==> src/rtl/pwm_pkg.sv <==
// ----------------------------------------------------------------------------
// pwm_pkg
// Shared types and constants for the PWM output stage.
//   pwm_state_e     : run-control FSM states (idle, run, stop-at-wrap)
//   PWM_PERIOD_MAX  : last period-counter value; a period is 255 ticks
//   slew_toward()   : moves a duty code toward a target by a bounded step.
//                     It is used only when PWM_SLEW_LIMIT_EN is defined.
// ----------------------------------------------------------------------------
package pwm_pkg;

    typedef enum logic [1:0] {
        StIdle = 2'd0,
        StRun  = 2'd1,
        StStop = 2'd2
    } pwm_state_e;

    localparam logic [7:0] PWM_PERIOD_MAX = 8'd254;

    // Step cur toward tgt by at most step. The result never overshoots tgt,
    // so it stays inside 0..255 without explicit clamping.
    function automatic logic [7:0] slew_toward(input logic [7:0]  cur,
                                               input logic [7:0]  tgt,
                                               input int unsigned step);
        int unsigned c;
        int unsigned t;
        c = {24'd0, cur};
        t = {24'd0, tgt};
        if (t > c + step) begin
            return 8'(c + step);
        end else if (c > t + step) begin
            return 8'(c - step);
        end else begin
            return tgt;
        end
    endfunction

endpackage

==> src/rtl/pwm_prescaler.sv <==
// ----------------------------------------------------------------------------
// pwm_prescaler
// Divides clk down to the PWM counter tick rate.
//   clk  : clock, rising edge
//   rst  : synchronous active-high reset
//   run  : count enable; the counter is held at 0 while low
//   tick : one-clock pulse when the count wraps from PRESCALE-1 to 0
// ----------------------------------------------------------------------------
module pwm_prescaler #(
    parameter int unsigned PRESCALE = 4
) (
    input  logic clk,
    input  logic rst,
    input  logic run,
    output logic tick
);

    localparam int unsigned     CntW   = (PRESCALE > 1) ? $clog2(PRESCALE) : 1;
    localparam logic [CntW-1:0] CntMax = CntW'(PRESCALE - 1);

    logic [CntW-1:0] cnt_q, cnt_d;

    always_comb begin
        cnt_d = cnt_q;
        tick  = 1'b0;
        if (!run) begin
            cnt_d = '0;
        end else if (cnt_q == CntMax) begin
            cnt_d = '0;
            tick  = 1'b1;
        end else begin
            cnt_d = cnt_q + 1'b1;
        end
    end

    always_ff @(posedge clk) begin
        if (rst) begin
            cnt_q <= '0;
        end else begin
            cnt_q <= cnt_d;
        end
    end

endmodule

==> src/rtl/pwm_output_stage.sv <==
// ----------------------------------------------------------------------------
// pwm_output_stage
// 8-bit PWM generator with a shadowed duty register that is only applied at
// period boundaries, plus an enable-driven IDLE/RUN/STOP run controller.
//   clk          : clock, rising edge
//   rst          : synchronous active-high reset, overrides everything
//   enable       : request to run PWM; dropping it finishes the current period
//   duty_in      : requested duty code (0 = always low, 255 = always high)
//   duty_valid   : duty_in valid; accepted when duty_ready is also high
//   duty_ready   : shadow register free (no update pending)
//   pwm_out      : registered waveform, high while period count < duty_active
//   period_start : one-clock pulse at the first tick of each running period
//   duty_active  : duty code currently applied
// Build option: define PWM_SLEW_LIMIT_EN to limit duty_active changes to
// SLEW_STEP per period; otherwise the shadow value loads in one step.
// ----------------------------------------------------------------------------
module pwm_output_stage
    import pwm_pkg::*;
#(
    parameter int unsigned PRESCALE  = 4,
    parameter int unsigned SLEW_STEP = 16
) (
    input  logic       clk,
    input  logic       rst,
    input  logic       enable,
    input  logic [7:0] duty_in,
    input  logic       duty_valid,
    output logic       duty_ready,
    output logic       pwm_out,
    output logic       period_start,
    output logic [7:0] duty_active
);

    pwm_state_e state_q, state_d;
    logic [7:0] period_cnt_q, period_cnt_d;
    logic [7:0] shadow_q, shadow_d;
    logic       pending_q, pending_d;
    logic [7:0] duty_active_q, duty_active_d;
    logic       pwm_out_q, pwm_out_d;
    logic       period_start_q, period_start_d;

    logic run;
    logic tick;
    logic wrap;
    logic accept;
    logic apply;

`ifdef PWM_SLEW_LIMIT_EN
    logic [7:0] slewed;
`else
    logic unused_slew_step;
    assign unused_slew_step = ^SLEW_STEP;
`endif

    assign run    = (state_q != StIdle);
    assign wrap   = tick && (period_cnt_q == PWM_PERIOD_MAX);
    assign accept = duty_valid && !pending_q;

    pwm_prescaler #(
        .PRESCALE (PRESCALE)
    ) u_prescaler (
        .clk  (clk),
        .rst  (rst),
        .run  (run),
        .tick (tick)
    );

    // Run control. apply marks the points where the shadow may reach
    // duty_active: every wrap while counting, and entry into RUN.
    always_comb begin
        state_d        = state_q;
        period_start_d = 1'b0;
        apply          = 1'b0;
        unique case (state_q)
            StIdle: begin
                if (enable) begin
                    state_d        = StRun;
                    period_start_d = 1'b1;
                    apply          = 1'b1;
                end
            end
            StRun: begin
                apply = wrap;
                if (!enable) begin
                    // A drop that lands on the wrap has already finished its period.
                    state_d = wrap ? StIdle : StStop;
                end else if (wrap) begin
                    period_start_d = 1'b1;
                end
            end
            StStop: begin
                apply = wrap;
                if (enable) begin
                    state_d        = StRun;
                    period_start_d = wrap;
                end else if (wrap) begin
                    state_d = StIdle;
                end
            end
            default: begin
                state_d = StIdle;
            end
        endcase
    end

    always_comb begin
        period_cnt_d = period_cnt_q;
        if (state_q == StIdle) begin
            period_cnt_d = 8'd0;
        end else if (tick) begin
            period_cnt_d = (period_cnt_q == PWM_PERIOD_MAX) ? 8'd0 : period_cnt_q + 8'd1;
        end
    end

    // Shadow path. An accept can only happen while nothing is pending, so an
    // accept coinciding with apply never loads mid-period; it waits a wrap.
    always_comb begin
        shadow_d      = shadow_q;
        pending_d     = pending_q;
        duty_active_d = duty_active_q;
`ifdef PWM_SLEW_LIMIT_EN
        slewed        = slew_toward(duty_active_q, shadow_q, SLEW_STEP);
`endif
        if (apply && pending_q) begin
`ifdef PWM_SLEW_LIMIT_EN
            duty_active_d = slewed;
            pending_d     = (slewed != shadow_q);
`else
            duty_active_d = shadow_q;
            pending_d     = 1'b0;
`endif
        end
        if (accept) begin
            shadow_d  = duty_in;
            pending_d = 1'b1;
        end
    end

    // Count 0..254 against duty 255 keeps the output high for the full period.
    always_comb begin
        pwm_out_d = run && (period_cnt_q < duty_active_q);
    end

    always_ff @(posedge clk) begin
        if (rst) begin
            state_q        <= StIdle;
            period_cnt_q   <= 8'd0;
            shadow_q       <= 8'd0;
            pending_q      <= 1'b0;
            duty_active_q  <= 8'd0;
            pwm_out_q      <= 1'b0;
            period_start_q <= 1'b0;
        end else begin
            state_q        <= state_d;
            period_cnt_q   <= period_cnt_d;
            shadow_q       <= shadow_d;
            pending_q      <= pending_d;
            duty_active_q  <= duty_active_d;
            pwm_out_q      <= pwm_out_d;
            period_start_q <= period_start_d;
        end
    end

    assign duty_ready   = !pending_q;
    assign pwm_out      = pwm_out_q;
    assign period_start = period_start_q;
    assign duty_active  = duty_active_q;

endmodule

==> config.mk <==
export PLATFORM = sky130hd
export DESIGN_NAME = pwm_output_stage
export DESIGN_NICKNAME = d
export VERILOG_FILES = /design/src/rtl/pwm_pkg.sv /design/src/rtl/pwm_prescaler.sv /design/src/rtl/pwm_output_stage.sv
export SDC_FILE = /design/constraint.sdc
export NUM_CORES = 1
export LEC_CHECK = 0
export BUFFER_PORTS_ARGS = -buffer_cell sky130_fd_sc_hd__buf_2
export CORE_UTILIZATION = 45
export DETAILED_ROUTE_END_ITERATION = 10
export HOLD_SLACK_MARGIN = 0.15
export PLACE_DENSITY = 0.65
export REMOVE_ABC_BUFFERS = 1
export SLEW_MARGIN = 15
export SYNTH_ARGS = -nofsm -noshare
export SYNTH_HDL_FRONTEND = slang
export SYNTH_SLANG_ARGS = --single-unit
==> constraint.sdc <==
create_clock -name clk -period 3.6 [get_ports clk]
set_input_delay 0.18 -clock clk [delete_from_list [all_inputs] [get_ports clk]]
set_output_delay 0.18 -clock clk [all_outputs]
set_load 0.1 [all_outputs]
==> impl_results.md, run 1 <==
- Top cells by area, synth: dfxtp_1 (39%), ha_1 (11%), mux2i_1 (10%)
- Die Y: 61.5 um
- Crit Path Max Fanout: 10
- Hold path depth: 3
- Die W: 61.5 um
- Seq/Total Area, Yosys: 38.9%
- Post-synth top area cell: dfxtp_1
- Fin. Hold Viols: 0
- Drt first pass iters: 4
- Die area: 0.00379 mm2
- Port Buffers: 22
- Rel. slew slack: 39.9%
- R2R setup slack: 1160 ps
- Tot Pwr: 697 uW
- Mapped Area: 0.00160 mm2
- DRT antenna net count: 0
- CTS sink count: 31
- Crit path to: duty_active[4]$_SDFFE_PP0P_
- Clock Pin Slew Worst Setup and Hold Paths: 100 ps
- Floorplan row count: 21
- Total wire length: 2.90 mm
- Crit path DAT: 2710 ps
- RSZ-0062 raised after global routing: false
- Number of max-cap violations: 0
- Reg-to-reg endpoint: duty_active[4]$_SDFFE_PP0P_
- Gr usage total: 17.4%
- Logic pwr share: 15.0%
- Sw frac: 27.0%
- Cells after synthesis: 166
- RD Place Congestion: 0.807
- Setup bufs post-CTS: 0
- R2R Path Start: state_q[0]$_SDFFE_PP0P_
- Clock Tree Buf Depth: 2
- Yosys top cell area share: 38.9%
- LEAKAGE: 0.000779 uW
- CP Class: reg -> reg
- DRC: 0
- Routed met2 length: 1.32 mm
- Initial antenna violation count: 0
- P_int: 509 uW
- First-pass GRT wire length: 4.69 mm
- Clock Power Share: 33.1%
- Number of vias per cell: 4.99
- TritonCTS Buffers: 5
- Worst-margin pin slew: 900 ps
- Met1 WL: 1.34 mm
- Syn_area_per_cell: 9.61 um2
- Via count: 1218
- Antenna Cells: 0
- Worst Path Required: 3870 ps
- Tcrit/Tclk final: 67.8%
- Slew Viols, Final: 0
- Switching pwr: 188 uW
- Crit. Startpoint: state_q[0]$_SDFFE_PP0P_
- Average routed wire per standard cell: 11.9 um
- Clk_skew: 8.80 ps
- Most frequent cells in the layout: dfxtp_1 (31), buf_2 (22), nor2_1 (18)
- Global route overflow: 0
- Worst-Skew Late Latency: 340 ps
- Endpoints failing setup: 0
- # IOs: 23
- Final TNS setup: 0 ps
- Vias in the first global route: 1109
- Synthesis-to-finish area growth: 16.8%
- Highest Signal Layer: met4
- Status: finished, final reports clean
- Clock Tree Root: clkbuf_4
- Fin nets: 223
- FF-to-FF path depth: 6
- Worst min path class: in -> reg
- Achievable Freq: 0.410 GHz
- Commonest non-fill, non-tap cell in the layout: dfxtp_1
- # fillers: 316
- CTS tree: built
- Crit. End Element: register
- Setup crit start kind: register
- Power Density: 374 mW/mm2
- Yosys cell types: 36
- Layout cell share with drive strength beyond 1: 17.2%
- Largest net degree at the start of global routing: 29
- Core footprint: 0.00336 mm2
- PostCTS Resize Cnt: 0
- Dpl hpwl: 2.12 mm
- Minimum clock period: 2440 ps
- Seq pwr share: 51.9%
- Ys Warns: 0
- Yosys reg bits: 31
- VDD IR max: 0.000228 V
- CTS H-Tree Depth: 2
- Initial Utilization: 47.4%
- Met3 WL post-DR: 119 um
- Initial drt markers: 24
layout make-up:
cell class                      count  area, um2  share of cell area (%)
Multi-Input combinational cell    116        871                    46.7
Sequential cell                    31        621                    33.3
Timing Repair Buffer               31        200                    10.7
Clock buffer                        8       68.8                    3.69
Tap cell                           46       57.6                    3.09
Inverter                           12       45.0                    2.42
synthesized netlist by cell type:
| cell type | count |
|---|---|
| a21o_1 | 2 |
| nand4b_1 | 1 |
| nand2b_1 | 2 |
| o32ai_1 | 1 |
| o211ai_1 | 1 |
| inv_1 | 12 |
| nor4b_1 | 1 |
| and4b_2 | 2 |
| a211oi_2 | 1 |
| a21oi_1 | 5 |
| xnor2_1 | 1 |
| a211o_1 | 1 |
| nand3_1 | 2 |
| nand4_2 | 1 |
| nor2_1 | 18 |
| or3_1 | 1 |
| a22oi_1 | 1 |
| buf_2 | 1 |
| mux2i_1 | 16 |
| ha_1 | 14 |
| nand4_1 | 3 |
| nor2b_1 | 3 |
| dfxtp_1 | 31 |
| clkbuf_1 | 2 |
| nand2_1 | 6 |
| and4_1 | 1 |
| or2b_1 | 16 |
| o21ai_0 | 2 |
| a31oi_1 | 2 |
| nor3b_1 | 1 |
| buf_6 | 3 |
| a211oi_1 | 1 |
| xor2_1 | 4 |
| or2_2 | 1 |
| nor3_1 | 5 |
| dlymetal6s2s_1 | 1 |
critical path, stage by stage (launching register included):
cell	delay, ps
dfxtp_1	380
inv_1	90
ha_1	310
and4b_2	380
nand4_2	150
a211oi_2	770
mux2i_1	290
flip-flops by register name, indices dropped and copies added, names as in the netlist:
register           cells
duty_active            8
period_cnt_q           8
shadow_q               8
state_q                2
u_prescaler.cnt_q      2
pending_q              1
period_start           1
pwm_out                1
routing by layer:
layer	GRT usage (%)	up-vias
li1	-	628
met1	20.8	544
met3	5.88	14
met5	0	-
met4	10.8	0
met2	26.7	32
power by group through the flow:
| stage | Clock (uW) | Sequential, uW | Combinational, uW |
|---|---|---|---|
| 3_5_place_dp | 0 | 370 | 96.7 |
| 3_3_place_gp | 0 | 369 | 93.1 |
| 6_report | 230 | 362 | 105 |
| 5_1_grt | 253 | 364 | 112 |
| 4_1_cts | 239 | 362 | 104 |
| 2_1_floorplan | 0 | 388 | 54.1 |
per-stage QoR:
stage / area [um2] / utilization [%] / hold slack (ps) / setup WS, ps / cells
2_1_floorplan: 1540 / - / 252 / 1520 / 159
3_3_place_gp: 1700 / 50.7 / 414 / 1320 / 227
3_5_place_dp: 1700 / 50.7 / 422 / 1190 / 227
4_1_cts: 1860 / 55.4 / 164 / 1170 / 244
5_1_grt: 1860 / 55.4 / 169 / 1020 / 244
6_report: 1860 / 55.4 / 169 / 1160 / 244
cell families (layout without fill, tap and decap cells):
group	Yosys count	count (layout)	share of synthesized area (%)
buffers and inverters	19	51	6.51
flip-flops	31	31	38.9
AO/OA/AOI/OAI	17	17	7.22
adder cells (fa/ha/maj)	14	14	11.0
multiplexers	16	16	10.0
XOR/XNOR	5	5	2.74
AND/OR/NAND/NOR	64	64	23.6
worst min path at each step:
| stage | from | endpoint | slack (ps) |
|---|---|---|---|
| 2_1_floorplan | rst | shadow_q[0]$_SDFFE_PP0P_ | 250 |
| 3_3_place_gp | u_prescaler.cnt_q[0]$_SDFF_PP0_ | u_prescaler.cnt_q[0]$_SDFF_PP0_ | 410 |
| 3_5_place_dp | duty_in[3] | shadow_q[3]$_SDFFE_PP0P_ | 420 |
| 4_1_cts | enable | period_start$_SDFF_PP0_ | 160 |
| 5_1_grt | enable | period_start$_SDFF_PP0_ | 170 |
| 6_report | enable | period_start$_SDFF_PP0_ | 170 |
what timing repair did:
item | CTS | global route
endpoints found under the hold margin | 9 | 0
hold buffers | 9 | 0
setup endpoints to repair | 0 | 0
(Power assumes the default switching activity.)
==> run 2: changes to the inputs <==
- ABC_AREA: unset -> 1
- PLACE_DENSITY: 0.65 -> 0.68
- clock period: 3.6 -> 2 ns (I/O delays scaled with it)
==> run 2 against run 1 <==
Against the previous run:
- combinational power increased to 2.9 times the previous value
- sequential cell count unchanged
- sequential power increased by 84%
- clock power increased by 81%
- utilization increased by 2.1 points
- critical path depth increased by 5
- synthesized area increased by 1.8%
- total power increased by 99%
- synthesized cell count increased by 30%
- register-to-register slack got worse by 790 ps
- routed wire length increased by 8.2%
- via count increased by 17%
==> impl_results.md, run 2 <==
- CTS H-Tree Depth: 2
- R2R setup slack: 370 ps
- Worst-margin pin slew: 485 ps
- Crit Path Max Fanout: 10
- Ys Warns: 0
- Clock Tree Root: clkbuf_4
- Crit-path slowest cell: dfxtp_1
- RD Place Congestion: 0.768
- Worst Path Required: 2280 ps
- Dpl hpwl: 2.28 mm
- Most frequent cells in the layout: inv_1 (43), nand2_1 (40), dfxtp_1 (31)
- Synth top cells by count: inv_1 (43), nand2_1 (40), dfxtp_1 (31), nor2_1 (22), a21oi_1 (17)
- FF-to-FF path depth: 11
- Mapped Area: 0.00162 mm2
- CTS sink count: 31
- TritonCTS Buffers: 5
- Initial antenna violation count: 0
- Gr usage total: 20.3%
- CP top delay family: simple AND/OR/NAND/NOR gates
- Power Density: 711 mW/mm2
- Setup WS pre-CTS: 378 ps
- Fin. Hold Viols: 0
- Ys async rst share: 0%
- Minimum clock period: 1630 ps
- Yosys reg bits: 31
- Layout cell share with drive strength beyond 1: 15.4%
- Tcrit/Tclk final: 81.4%
- Port Buffers: 22
- Yosys top cell area share: 38.2%
- Die area: 0.00385 mm2
- Setup crit start kind: register
- Fin nets: 278
- Fin util: 57.5%
- # fillers: 311
- Multi-input logic area: 812 um2
- Achievable Freq: 0.614 GHz
- Die W: 62.1 um
- Tot Pwr: 1390 uW
- Cell with the most instances after synthesis: inv_1
- Vias in the first global route: 1370
- Slew Viols, Final: 0
- Antenna Cells: 0
- CP peak stage delay: 380 ps
- Status: finished, final reports clean
- First-pass GRT wire length: 5.57 mm
- PostCTS Resize Cnt: 0
- DRT antenna net count: 0
- LEAKAGE: 0.000941 uW
- Final TNS setup: 0 ps
- Endpoints failing setup: 0
- Commonest non-fill, non-tap cell in the layout: inv_1
- Initial Utilization: 47.9%
- Cells after synthesis: 216
- Total wire length: 3.13 mm
- Clock Pin Slew Worst Setup and Hold Paths: 100 ps
- Clock Tree Buf Depth: 2
- Yosys cell types: 27
- Number of cells on the critical path: 11
- Sequential cell area: 621 um2
- Top cells by area, synth: dfxtp_1 (38%), ha_1 (11%), inv_1 (9.9%)
- Placed Instance Area: 0.00177 mm2
- CP Class: reg -> reg
- Crit. End Element: register
- Number of max-cap violations: 0
- Worst-Skew Late Latency: 330 ps
- # IOs: 23
- Largest net degree at the start of global routing: 17
- Final Cell Area: 0.00195 mm2
- Die Y: 62.1 um
- Floorplan row count: 21
- Via count: 1421
- Global route overflow: 0
- Core footprint: 0.00339 mm2
- Number of synthesized flops with an enable pin: 0
- Top_reg_cell synth: dfxtp_1
- Rel. slew slack: 67.9%
- Syn_area_per_cell: 7.52 um2
- Hold path depth: 1
- Setup ws final: 372 ps
- RSZ-0062 raised after global routing: false
- Synthesis-to-finish area growth: 20.0%
- Clk_skew: 12.4 ps
- Post-synth top area cell: dfxtp_1
- Initial drt markers: 86
- Seq/Total Area, Yosys: 38.2%
- CP Buf/Inv Count: 3
- Number of vias per cell: 4.75
- Drt first pass iters: 4
- DRC: 0
- Critical-path cell list: inv_1 -> ha_1 -> inv_2 -> nand2_4 -> nor2_4 -> nand3_4 -> nand2_8 -> nand3_4 -> nand2_1 -> inv_1 -> nor2_1
- VDD IR max: 0.000447 V
- Worst min path class: reg -> reg
- Average routed wire per standard cell: 10.5 um
- Crit path DAT: 1910 ps
- CTS tree: built
==> run 2: worst paths after layout <==
kind,start,end
setup / recovery,state_q[0]$_SDFFE_PP0P_,duty_active[5]$_SDFFE_PP0P_
setup reg to reg,state_q[0]$_SDFFE_PP0P_,duty_active[5]$_SDFFE_PP0P_
hold reg to reg,u_prescaler.cnt_q[0]$_SDFF_PP0_,u_prescaler.cnt_q[0]$_SDFF_PP0_
hold / removal,u_prescaler.cnt_q[0]$_SDFF_PP0_,u_prescaler.cnt_q[0]$_SDFF_PP0_
==> run 2: cell type report <==
| cell class | count | area share, % |
|---|---|---|
| multi-input cells | 136 | 41.7 |
| flip-flops and latches | 31 | 31.9 |
| repair buffers | 33 | 11.3 |
| inverters | 45 | 8.67 |
| clock buffers | 8 | 3.53 |
| well taps | 46 | 2.95 |
==> run 2: per-layer routing <==
metal  GRT usage (%)  part of all wire [%]  up-vias
met3            4.97                   4.3        7
li1                -                     -      752
met2            35.3                    48       33
met1            22.8                    46      629
met5               0                     0        -
met4            10.5                   1.9        0
==> run 2: per-stage QoR <==
stage	hold slack [ps]	cells
floorplan	169	212
global placement	373	280
detailed placement	379	280
CTS	434	299
global route	470	299
finish	427	299
==> run 2: logic make-up after synthesis <==
family / Yosys count / synth area share (%)
simple gates: 91 / 28.7
buf+inv: 49 / 11.8
flops: 31 / 38.2
compound gates: 29 / 9.40
fa+ha+maj: 14 / 10.8
xor+xnor: 2 / 1.08
==> run 2: power breakdown <==
group,total [uW],switching [uW],internal (uW)
clock network,417,210,207
logic,301,217,83.9
registers,667,17.5,649
==> run 2: repair_timing <==
action,CTS,global route
hold buffers,11,0
hold endpoints to repair,13,0
setup buffers,0,0
==> run 3: changes to the inputs <==
- PLACE_DENSITY: 0.68 -> 0.65
- clock period: 2 -> 1.61 ns (I/O delays scaled with it)
==> run 3 against run 2 <==
Against the previous run:
- worst setup slack lost 230 ps
- global-route usage shrank 0.66 points
- total power grew 21%
- non-clock buffer count grew 9
- combinational power grew 32%
==> impl_results.md, run 3 (synthesis gave the netlist of run 2 again) <==
- Final TNS setup: 0 ps
- Die area: 0.00385 mm2
- TritonCTS Buffers: 5
- DRT antenna net count: 0
- Fin util: 59.9%
- DRC: 0
- Global routing's busiest layer: met2
- Worst Path Required: 1830 ps
- Crit path DAT: 1700 ps
- CP Class: reg -> reg
- LEAKAGE: 0.000985 uW
- Clock Pin Slew Worst Setup and Hold Paths: 90 ps
- CTS H-Tree Depth: 2
- Tcrit/Tclk final: 91.5%
- Global route overflow: 0
- Setup crit start kind: register
- Synthesis-to-finish area growth: 25.0%
- Fin nets: 288
- Endpoints failing setup: 0
- Fin. Hold Viols: 0
- Layout cell share with drive strength beyond 1: 20.6%
- Gr usage total: 19.6%
- Crit. Startpoint: state_q[0]$_SDFFE_PP0P_
- Clock Tree Root: clkbuf_4
- Most frequent cells in the layout: inv_1 (43), nand2_1 (39), dfxtp_1 (29)
- Die Y: 62.1 um
- Commonest non-fill, non-tap cell in the layout: inv_1
- Worst-Skew Late Latency: 320 ps
- Clk_skew: 9.46 ps
- Number of vias per cell: 4.60
- GR Util met3: 6.83%
- Power Density: 823 mW/mm2
- CTS tree: built
- Floorplan row count: 21
- Initial drt markers: 67
- CTS sink count: 31
- Sequential cell area: 623 um2
- Initial Utilization: 47.9%
- Average routed wire per standard cell: 10.1 um
- Worst-margin pin slew: 487 ps
- # fillers: 321
- Clock Tree Buf Depth: 2
- Status: finished, final reports clean
- Total wire length: 3.10 mm
- RD Place Congestion: 0.744
- Tot Pwr: 1670 uW
- Setup WS pre-CTS: 91.9 ps
- Rel. slew slack: 67.8%
- R2R Path Start: state_q[0]$_SDFFE_PP0P_
- First-pass GRT wire length: 5.44 mm
- Met1 usage: 24.1%
- Port Buffers: 22
- Dpl hpwl: 2.33 mm
- Vias in the first global route: 1291
- Via count: 1417
- Worst min path class: reg -> reg
- Met2 global-route usage: 32.2%
- VDD IR max: 0.000534 V
- Crit. End Element: register
- Achievable Freq: 0.679 GHz
- Crit Path Max Fanout: 4
- Final Hold Slack: 435 ps
- Slew Viols, Final: 0
- Core footprint: 0.00339 mm2
- Initial antenna violation count: 0
- Multi-input logic area: 837 um2
- Hold_sp: u_prescaler.cnt_q[0]$_SDFF_PP0_
- Drt first pass iters: 4
- # IOs: 23
- Die W: 62.1 um
- Minimum clock period: 1470 ps
- Number of max-cap violations: 0
- Antenna Cells: 0
- Setup ws final: 137 ps
- Largest net degree at the start of global routing: 17
## run 3: power breakdown
| group | total, uW | internal [uW] | switching [uW] |
|---|---|---|---|
| Clock | 451 | 202 | 249 |
| Combinational | 397 | 116 | 281 |
| Sequential | 822 | 807 | 14.5 |
| Total | 1670 | 1130 | 545 |
## run 3: metal layers
| metal | share of wire [%] | up-vias | wire [um] |
|---|---|---|---|
| met1 | 51 | 621 | 1590 |
| met5 | 0 | - | 0 |
| met2 | 44 | 21 | 1370 |
| li1 | - | 769 | - |
| met3 | 3.2 | 6 | 99 |
| met4 | 1.3 | 0 | 40 |
## run 3: cell type report
class | count | area share [%]
sequential | 31 | 30.7
inverter | 45 | 8.32
multi-input combinational | 137 | 41.2
tap | 46 | 2.83
timing repair buffer | 42 | 14.2
clock inverter | 1 | 0.246
clock buffer | 6 | 2.53
## run 3: final timing paths
check	endpoint	slack, ps	depth (start not counted)
worst min register to register	u_prescaler.cnt_q[0]$_SDFF_PP0_	440	1
worst min-delay path	u_prescaler.cnt_q[0]$_SDFF_PP0_	440	1
worst max register to register	period_cnt_q[7]$_SDFFE_PP0P_	140	10
worst max-delay path	period_cnt_q[7]$_SDFFE_PP0P_	140	10
## run 3: critical path: stages (launching register included)
cell	delay, ps
dfxtp_2	330
inv_1	50
ha_2	190
inv_2	70
nand2_4	70
nor3_4	230
nand2_1	90
nor2_2	130
nand2_1	70
nor2_1	90
nor2_1	50
## run 3: timing repair
action | CTS | global route
gates resized for setup | 0 | 6
endpoints found under the setup margin | 0 | 10
setup buffers | 0 | 2
hold endpoints to repair | 15 | 0
hold buffers | 11 | 0
## run 3: through the flow
| stage | instance area [um2] | std cells |
|---|---|---|
| after floorplan | 1600 | 212 |
| after global placement | 1820 | 287 |
| after detailed placement | 1820 | 287 |
| after CTS | 1990 | 305 |
| after global routing | 2030 | 308 |
| final | 2030 | 308 |
